## src/rtl/pg_pkg.sv

```systemverilog
// pg_pkg: shared definitions for the streaming test-pattern generator.
// Holds pattern mode encodings, FSM state encodings and a small helper
// used when sampling the seed at the start of a run.
package pg_pkg;

  localparam logic [1:0] MODE_COUNT = 2'd0;
  localparam logic [1:0] MODE_LFSR  = 2'd1;
  localparam logic [1:0] MODE_WALK  = 2'd2;
  localparam logic [1:0] MODE_CONST = 2'd3;

  typedef enum logic [1:0] {
    ST_IDLE  = 2'd0,
    ST_RUN   = 2'd1,
    ST_DRAIN = 2'd2
  } pg_state_e;

  // LFSR and walking-ones lock up on an all-zero word, so those modes
  // replace a zero seed with 1.
  function automatic logic mode_needs_nonzero(input logic [1:0] m);
    return (m == MODE_LFSR) || (m == MODE_WALK);
  endfunction

endpackage

```

## src/rtl/pg_next_word.sv

```systemverilog
// pg_next_word: purely combinational successor function for the pattern
// generator. Given the current word and mode it returns the next word of
// the sequence. TAPS is the Galois feedback mask already cut to DATA_W.
module pg_next_word
  import pg_pkg::*;
#(
  parameter int                DATA_W = 32,
  parameter logic [DATA_W-1:0] TAPS   = '0
) (
  input  logic [1:0]        mode,
  input  logic [DATA_W-1:0] data,
  output logic [DATA_W-1:0] next_data
);

  // Select the successor word for the active pattern.
  always_comb begin
    next_data = data;
    case (mode)
      MODE_COUNT: next_data = data + DATA_W'(1);
      MODE_LFSR:  next_data = data[0] ? ((data >> 1) ^ TAPS) : (data >> 1);
      MODE_WALK:  next_data = {data[DATA_W-2:0], data[DATA_W-1]};
      default:    next_data = data;
    endcase
  end

endmodule

```

## src/rtl/pattern_generator.sv

```systemverilog
// pattern_generator: streaming test-pattern source (counter, LFSR,
// walking-ones, constant) with fixed-length or continuous runs.
// Optional build macro PG_ERR_INJECT_EN adds the err_inj input, which
// corrupts bit 0 of exactly one beat without disturbing the sequence.
//
// Stream handshake: a beat transfers on a rising clk edge where
// ge_valid && ge_ready. Once ge_valid is high it stays high, with ge_data
// and ge_last stable, until that transfer happens; ge_ready may change
// freely and has no combinational path to any output.
module pattern_generator
  import pg_pkg::*;
#(
  parameter int          DATA_W    = 32,
  parameter int          BURST_W   = 16,
  parameter logic [31:0] LFSR_TAPS = 32'h8020_0003
) (
  input  logic               clk,
  input  logic               rst,
  input  logic               start,
  input  logic               stop,
  input  logic [1:0]         mode,
  input  logic [DATA_W-1:0]  seed,
  input  logic [BURST_W-1:0] burst_len,
  output logic [DATA_W-1:0]  ge_data,
  output logic               ge_valid,
  input  logic               ge_ready,
  output logic               ge_last,
  output logic               busy,
  output logic               done,
  output logic [1:0]         state_dbg
`ifdef PG_ERR_INJECT_EN
  ,
  input  logic               err_inj
`endif
);

  localparam logic [DATA_W-1:0] TAPS = DATA_W'(LFSR_TAPS);

  pg_state_e          state_q, state_d;
  logic [DATA_W-1:0]  data_q, data_d;
  logic               valid_q, valid_d;
  logic               last_q, last_d;
  logic [BURST_W-1:0] cnt_q, cnt_d;
  logic [1:0]         mode_q, mode_d;
  logic               done_q, done_d;
  logic               load_new;
  logic               accept;
  logic [DATA_W-1:0]  next_data;
  logic [DATA_W-1:0]  seed_adj;

  assign accept = valid_q & ge_ready;

  pg_next_word #(
    .DATA_W (DATA_W),
    .TAPS   (TAPS)
  ) u_next (
    .mode      (mode_q),
    .data      (data_q),
    .next_data (next_data)
  );

  // Seed as it will be loaded: zero replaced by 1 for LFSR/WALK.
  always_comb begin
    seed_adj = seed;
    if (mode_needs_nonzero(mode) && (seed == '0)) seed_adj = DATA_W'(1);
  end

  // Next-state, next-beat and burst-counter logic.
  always_comb begin
    state_d  = state_q;
    data_d   = data_q;
    valid_d  = valid_q;
    last_d   = last_q;
    cnt_d    = cnt_q;
    mode_d   = mode_q;
    done_d   = 1'b0;
    load_new = 1'b0;
    case (state_q)
      ST_IDLE: begin
        if (start && !stop) begin
          state_d  = ST_RUN;
          mode_d   = mode;
          data_d   = seed_adj;
          cnt_d    = burst_len;
          valid_d  = 1'b1;
          last_d   = (burst_len == BURST_W'(1));
          load_new = 1'b1;
        end
      end
      ST_RUN: begin
        if (accept) begin
          if (last_q || stop) begin
            state_d = ST_IDLE;
            valid_d = 1'b0;
            last_d  = 1'b0;
            done_d  = 1'b1;
          end else begin
            data_d   = next_data;
            // A zero counter means continuous mode: never count down.
            if (cnt_q != '0) cnt_d = cnt_q - BURST_W'(1);
            last_d   = (cnt_q == BURST_W'(2));
            load_new = 1'b1;
          end
        end else if (stop) begin
          if (valid_q) begin
            state_d = ST_DRAIN;
          end else begin
            state_d = ST_IDLE;
            done_d  = 1'b1;
          end
        end
      end
      ST_DRAIN: begin
        if (accept) begin
          state_d = ST_IDLE;
          valid_d = 1'b0;
          last_d  = 1'b0;
          done_d  = 1'b1;
        end
      end
      default: state_d = ST_IDLE;
    endcase
  end

  // State and stream registers.
  always_ff @(posedge clk) begin
    if (rst) begin
      state_q <= ST_IDLE;
      data_q  <= '0;
      valid_q <= 1'b0;
      last_q  <= 1'b0;
      cnt_q   <= '0;
      mode_q  <= MODE_COUNT;
      done_q  <= 1'b0;
    end else begin
      state_q <= state_d;
      data_q  <= data_d;
      valid_q <= valid_d;
      last_q  <= last_d;
      cnt_q   <= cnt_d;
      mode_q  <= mode_d;
      done_q  <= done_d;
    end
  end

`ifdef PG_ERR_INJECT_EN
  // err_pend remembers a request; err_cur marks the beat on the wire as
  // corrupted. The mark is only attached when a fresh beat is loaded so a
  // stalled beat never changes under the consumer.
  logic err_pend, err_cur;

  // Single-shot error flag tracking.
  always_ff @(posedge clk) begin
    if (rst) begin
      err_pend <= 1'b0;
      err_cur  <= 1'b0;
    end else if (load_new) begin
      err_cur  <= err_pend | err_inj;
      err_pend <= 1'b0;
    end else begin
      if (accept)  err_cur  <= 1'b0;
      if (err_inj) err_pend <= 1'b1;
    end
  end

  assign ge_data = data_q ^ {{(DATA_W-1){1'b0}}, err_cur};
`else
  assign ge_data = data_q;
`endif

  assign ge_valid  = valid_q;
  assign ge_last   = last_q;
  assign busy      = (state_q != ST_IDLE);
  assign done      = done_q;
  assign state_dbg = state_q;

endmodule
```

## config.mk

```make
export PLATFORM = sky130hd
export DESIGN_NAME = pattern_generator
export DESIGN_NICKNAME = d
export VERILOG_FILES = /design/src/rtl/pg_pkg.sv /design/src/rtl/pg_next_word.sv /design/src/rtl/pattern_generator.sv
export SDC_FILE = /design/constraint.sdc
export NUM_CORES = 1
export LEC_CHECK = 0
export CAP_MARGIN = 10
export CORE_UTILIZATION = 58
export DETAILED_ROUTE_END_ITERATION = 16
export PLACE_DENSITY = 0.95
export SYNTH_ARGS = -nofsm -noshare
export SYNTH_HDL_FRONTEND = slang
export SYNTH_HIERARCHICAL = 1
export SYNTH_SLANG_ARGS = --single-unit
```

## constraint.sdc

```tcl
create_clock -name clk -period 4 [get_ports clk]
set_input_delay 0.4 -clock clk [delete_from_list [all_inputs] [get_ports clk]]
set_output_delay 0.4 -clock clk [all_outputs]
set_load 0.05 [all_outputs]
```

### Word-level counts from Yosys, hierarchy flattened

Index checks and enable logic that the tools add are counted.

* word-level logic and storage cells: 80
* output and inout port bits: 38
* input port bits: 55
* register bits: 55

* mux-type cells: 34
* equal/unequal tests: 17
* add/sub/neg operators: 2
* reductions and logical operators: 18
* bitwise operators: 2

Operator list (count)
* 32-bit 2-to-1 mux: 5
* 32-bit one-hot mux with 3 select lines: 1
* 16-bit 2-to-1 mux: 4
* 32-bit one-hot mux with 2 select lines: 1
* 32-bit by 1-bit adder with 32-bit output, second input constant: 1
* 32-bit logical NOT: 1
* 16-bit one-hot mux with 2 select lines: 1
* 16-bit by 1-bit == test with 1-bit output, second input constant: 1
* 16-bit by 2-bit == test with 1-bit output, second input constant: 1
* 16-bit nonzero test: 1
* 16-bit by 1-bit subtractor with 16-bit output, second input constant: 1
* 5-bit AND reduction: 3
* 1-bit 2-to-1 mux: 12
* 2-bit 2-to-1 mux: 6
* 2-bit inequality test, second input constant: 6
* 4-bit AND reduction: 2
* 2-bit by 1-bit == test with 1-bit output, second input constant: 3
* 2-bit == test, second input constant: 3
* 3-bit inequality test, second input constant: 2
* 1-bit one-hot mux with 3 select lines: 2
* 2-bit one-hot mux with 3 select lines: 1
* 2-bit logical NOT: 2
* 4-bit by 1-bit inequality test with 1-bit output, second input constant: 1
* 3-bit NOT with 4-bit output: 1
* other kinds (8): 11

### Longest topological paths before layout

* word-level depth: 6
* gate-level depth with buffers: 9

### By module

The synthesis kept the hierarchy.

By module, submodules not included
* pattern_generator: sequential area each 1101.1 um^2, cells each 364, instances 1, area an instance 3133.0 um^2
* pg_next_word: sequential area each 0.0 um^2, cells each 209, instances 1, area an instance 1760.4 um^2

### Least setup slack after synthesis

OpenSTA, ideal clock, no wires.

* path kind: reg-to-reg
* from: reg data_q[11], in the netlist ge_data[11]
* to: reg data_q[23], in the netlist ge_data[23]
* arrival: 2.492 ns
* cell stages (with the launch flop): 9
* path slack: 1.371 ns
* path buffers: 1
* path through: dfxtp_1 buf_4 nand4_2 nor4_4 nand3_2 xnor2_1 mux4_2 mux2i_1 a211oi_1

* cells in the longest elaborated chain, start to end: 5

RTL lines
* start: declaration: line pattern_generator.sv:40 `logic [DATA_W-1:0] data_q, data_d;`
* start signal: assignment: line pattern_generator.sv:137 `data_q <= data_d;`
* 32-bit by 1-bit adder with 32-bit output: line pg_next_word.sv:19 `MODE_COUNT: next_data = data + DATA_W'(1);`
* 32-bit one-hot mux with 3 select lines: line pg_next_word.sv:18 `case (mode)`
* net next_data[23]: line pattern_generator.sv:48 `logic [DATA_W-1:0] next_data;`
* 32-bit 2-to-1 mux: line pattern_generator.sv:92 `if (last_q || stop) begin`
* 32-bit 2-to-1 mux: line pattern_generator.sv:91 `if (accept) begin`
* 32-bit one-hot mux with 2 select lines: line pattern_generator.sv:78 `case (state_q)`

The timed path passes the listed nets, and every way through them passes these cells. The select of a mux whose other input is x is not followed.
A chain may end at the register's enable or synchronous reset.

### Worst setup path in the final report

* from: reg state_q[1], in the netlist state_dbg[1]
* to: reg cnt_q[14]

* cells in the longest elaborated chain, start to end: 3

RTL lines
* start: declaration: line pattern_generator.sv:39 `pg_state_e state_q, state_d;`
* start signal: assignment: line pattern_generator.sv:136 `state_q <= state_d;`
* 2-bit by 1-bit == test with 1-bit output / 2-bit logical NOT (equally long branches): line pattern_generator.sv:78
* 2-bit inequality test (no source line) / 2-bit nonzero test (equally long branches)
* 5-bit AND reduction (no source line)
* end signal: assignment: line pattern_generator.sv:140 `cnt_q <= cnt_d;`
* end: declaration: line pattern_generator.sv:43 `logic [BURST_W-1:0] cnt_q, cnt_d;`

Parallel ways exist; a longest one is shown, timed or not.

==> results by group <==
Run status
  • Outcome: completed

Die
  • Core Region: 8180 sq um
  • Die Width: 93.9 um
  • Die Y: 93.9 um
  • Row count: 33
  • Initial Utilization: 0.599
  • Die Area: 8810 sq um
  • Boundary pin count: 93

Detailed routing
  • Vias: 5000
  • Post-route ant nets: 0
  • # DRC: 0
  • Routed len/inst: 18.7 um
  • Drt pass-1 iters: 5
  • Via/cell ratio: 6.85
  • WL final: 13700 um
  • Iteration-0 DRC Markers: 470

Clock network
  • Hold-fix buffers, CTS: 0
  • Number of buffers created by CTS: 5
  • Clock tree buffer depth: 2
  • Clock Root Buffer: clkbuf_8
  • Worst-path clk slew: 100 ps
  • Worst-skew pair later-pin latency: 320 ps
  • Clock sink count: 55
  • Post_cts resized: 0
  • H-Tree Depth: 2
  • Setup Fix Bufs, Post-CTS: 0
  • TritonCTS clock tree: built

Yosys
  • Post-Syn Area per Cell: 8.54 sq um
  • Syn Nets: 635
  • Post-synth EDFFs: 0
  • Post-synth ARST share: 0
  • Cells after synthesis: 573
  • Synth warn: 6
  • Sequential fraction of the synthesis area: 0.225
  • Yosys cell types: 74
  • Synth Register Bits: 55
  • Synth Flop Type: dfxtp_1
  • Post-Syn Area: 4890 sq um

Setup path
  • CP Max Fanout: 36
  • Critical path startpoint category: register
  • Critical path's top delay family: compound AO/OA/AOI/OAI gates
  • Reg2Reg Depth: 6
  • Crit path depth: 6
  • Arrival @ worst endpoint: 3340 ps
  • CP max stage cell: a22oi_2
  • Max incr delay on CP: 650 ps
  • Critical Path End Type: register
  • CP required: 4220 ps
  • Critical path, cell by cell: inv_1, ha_2, buf_4, a22oi_2, nand2_1, o41ai_1
  • Buf+Inv Stages, Crit Path: 2
  • Critical path class: reg2reg

Global route
  • Largest net degree at the start of global routing: 70
  • All-Layer GR Usage: 0.314
  • Vias in the first global route: 4578
  • First-pass GRT wire length: 22300 um
  • Antenna violations before repair: 0
  • GRT Residual Overflow: 0

Finish
  • Layout area overhead: 17.6%
  • Fraction of layout cells with a size suffix above 1: 0.0928
  • Finished Layout Cells: 730
  • Antenna Cells: 0
  • Net count, final: 686
  • Fillers: 613

Placed design
  • Cell count after placement: 721
  • Port Buffers: 92
  • HPWL after DPL: 9320 um
  • Gpl congestion: 0.917
  • Pre-CTS setup slack: 952 ps

STA
  • Final WS setup: 879 ps
  • Total negative slack: 0 ps
  • Final hold vios: 0
  • Max-slew headroom: 0.272
  • Setup violations, final: 0
  • Slew @ Worst Pin: 1090 ps
  • RSZ-0062 raised after global routing: false
  • Slew Viols, Final: 0
  • Part of the cycle the worst path needs: 0.780
  • Setup Skew: 7.18 ps
  • Highest Clock Rate: 320 MHz
  • Final Critical Period: 3120 ps
  • Hold slack: 493 ps

Power
  • Final Power: 2.20 mW
  • PwrDens: 383 nW/um^2
  • Leakage: 2.01 nW
  • Maximum vdd drop: 0.190 mV

Run
  • Max-cap violations: 0

Min path
  • Hold path depth: 2
  • Worst Hold Class: reg2reg
metal layers:
layer / vias up / global-route usage / wire (um)
met5: - / 0 / 0
met4: 0 / 0.104 / 449
met3: 52 / 0.0429 / 1130
met2: 304 / 0.507 / 6350
met1: 2351 / 0.431 / 5730
li1: 2293 / - / -
stage by stage:
stage	instance area, sq um	utilization
detailed placement	5650	0.691
floorplan	4890	-
global route	5750	0.704
finish	5750	0.704
CTS	5730	0.701
global placement	5650	0.691
worst register-to-register path, stage by stage, from the launching register on:
cell	delay (ps)
dfxtp_1	410
inv_1	90
ha_2	440
buf_4	410
a22oi_2	650
nand2_1	590
o41ai_1	450
cell families (layout without fill, tap and decap cells):
logic type | count (synthesis) | count (layout) | synth area share
muxes | 66 | 66 | 0.186
AOI/OAI and AO/OA | 145 | 145 | 0.214
adders and majority gates | 7 | 7 | 0.0179
xor gates and xnor gates | 20 | 20 | 0.0358
DFF | 55 | 55 | 0.225
buffers and inverters | 74 | 126 | 0.0862
and+or+nand+nor | 206 | 206 | 0.235
worst paths after layout:
| check | startpoint | endpoint | slack [ps] |
|---|---|---|---|
| min reg2reg | cnt_q[7]$_SDFFE_PP0P_ | cnt_q[7]$_SDFFE_PP0P_ | 490 |
| min | cnt_q[7]$_SDFFE_PP0P_ | cnt_q[7]$_SDFFE_PP0P_ | 490 |
| max reg2reg | state_dbg[1]$_SDFFE_PP0P_ | cnt_q[14]$_SDFFE_PP0P_ | 880 |
| max | state_dbg[1]$_SDFFE_PP0P_ | cnt_q[14]$_SDFFE_PP0P_ | 880 |
synthesized netlist by cell type, types with 4 or more instances:
master / n / area, sq um
mux2i_1: 44 / 440
nand3_1: 11 / 55.1
or3_1: 6 / 37.5
a221oi_1: 4 / 35.0
dfxtp_1: 55 / 1100
o21ai_0: 16 / 80.1
o41ai_1: 4 / 35.0
clkbuf_8: 8 / 110
o31ai_1: 13 / 97.6
nor3_1: 9 / 45.0
xnor2_1: 13 / 114
nand4_1: 9 / 56.3
mux4_2: 17 / 383
and2_1: 4 / 25.0
nor4_1: 18 / 113
a21oi_1: 27 / 135
and3_1: 12 / 75.1
inv_1: 20 / 75.1
ha_1: 7 / 87.6
a211oi_1: 38 / 285
buf_1: 6 / 22.5
or4_1: 4 / 30.0
a311o_1: 10 / 100
o32ai_1: 5 / 43.8
a31oi_1: 4 / 25.0
xor2_1: 7 / 61.3
or2_2: 4 / 25.0
nand2_1: 27 / 101
nor2_1: 66 / 248
nand2b_1: 9 / 56.3
clkbuf_1: 30 / 113
a22oi_1: 4 / 30.0
cells in the final DEF (no fill, tap or decap), drive strengths merged, types with 5 or more instances in the layout:
master and n:
a211oi 38, a21oi 27, a221oi 5, a311o 10, and2 5, and3 13, buf 6, clkbuf 6
clkdlybuf4s50 91, dfxtp 55, ha 7, inv 20, mux2i 44, mux4 19, nand2 27, nand2b 9
nand3 13, nand4 12, nor2 66, nor3 9, nor4 20, o21ai 16, o31ai 13, o32ai 5
or3 7, or4 6, xnor2 13, xor2 7
flip-flops by register name, summed over array words and instances (netlist names):
| signal | count |
|---|---|
| state_dbg | 2 |
| cnt_q | 16 |
| ge_last | 1 |
| ge_data | 32 |
| ge_valid | 1 |
| mode_q | 2 |
| done | 1 |
where the power goes:
group	switching (mW)	internal, mW
combinational	0.640	0.459
clock	0.195	0.123
sequential	0.163	0.623
total	0.998	1.20
area by class of cell:
type                       count  area [sq um]  share of cell area
tap                          105           131              0.0228
clock inverter                 2          12.5             0.00217
timing repair buffer          97           978               0.170
inverter                      21          78.8              0.0137
multi-input combinational    444          3380               0.587
clock buffer                   6          72.6              0.0126
sequential                    55          1100               0.192
(Power assumes the default switching activity.)
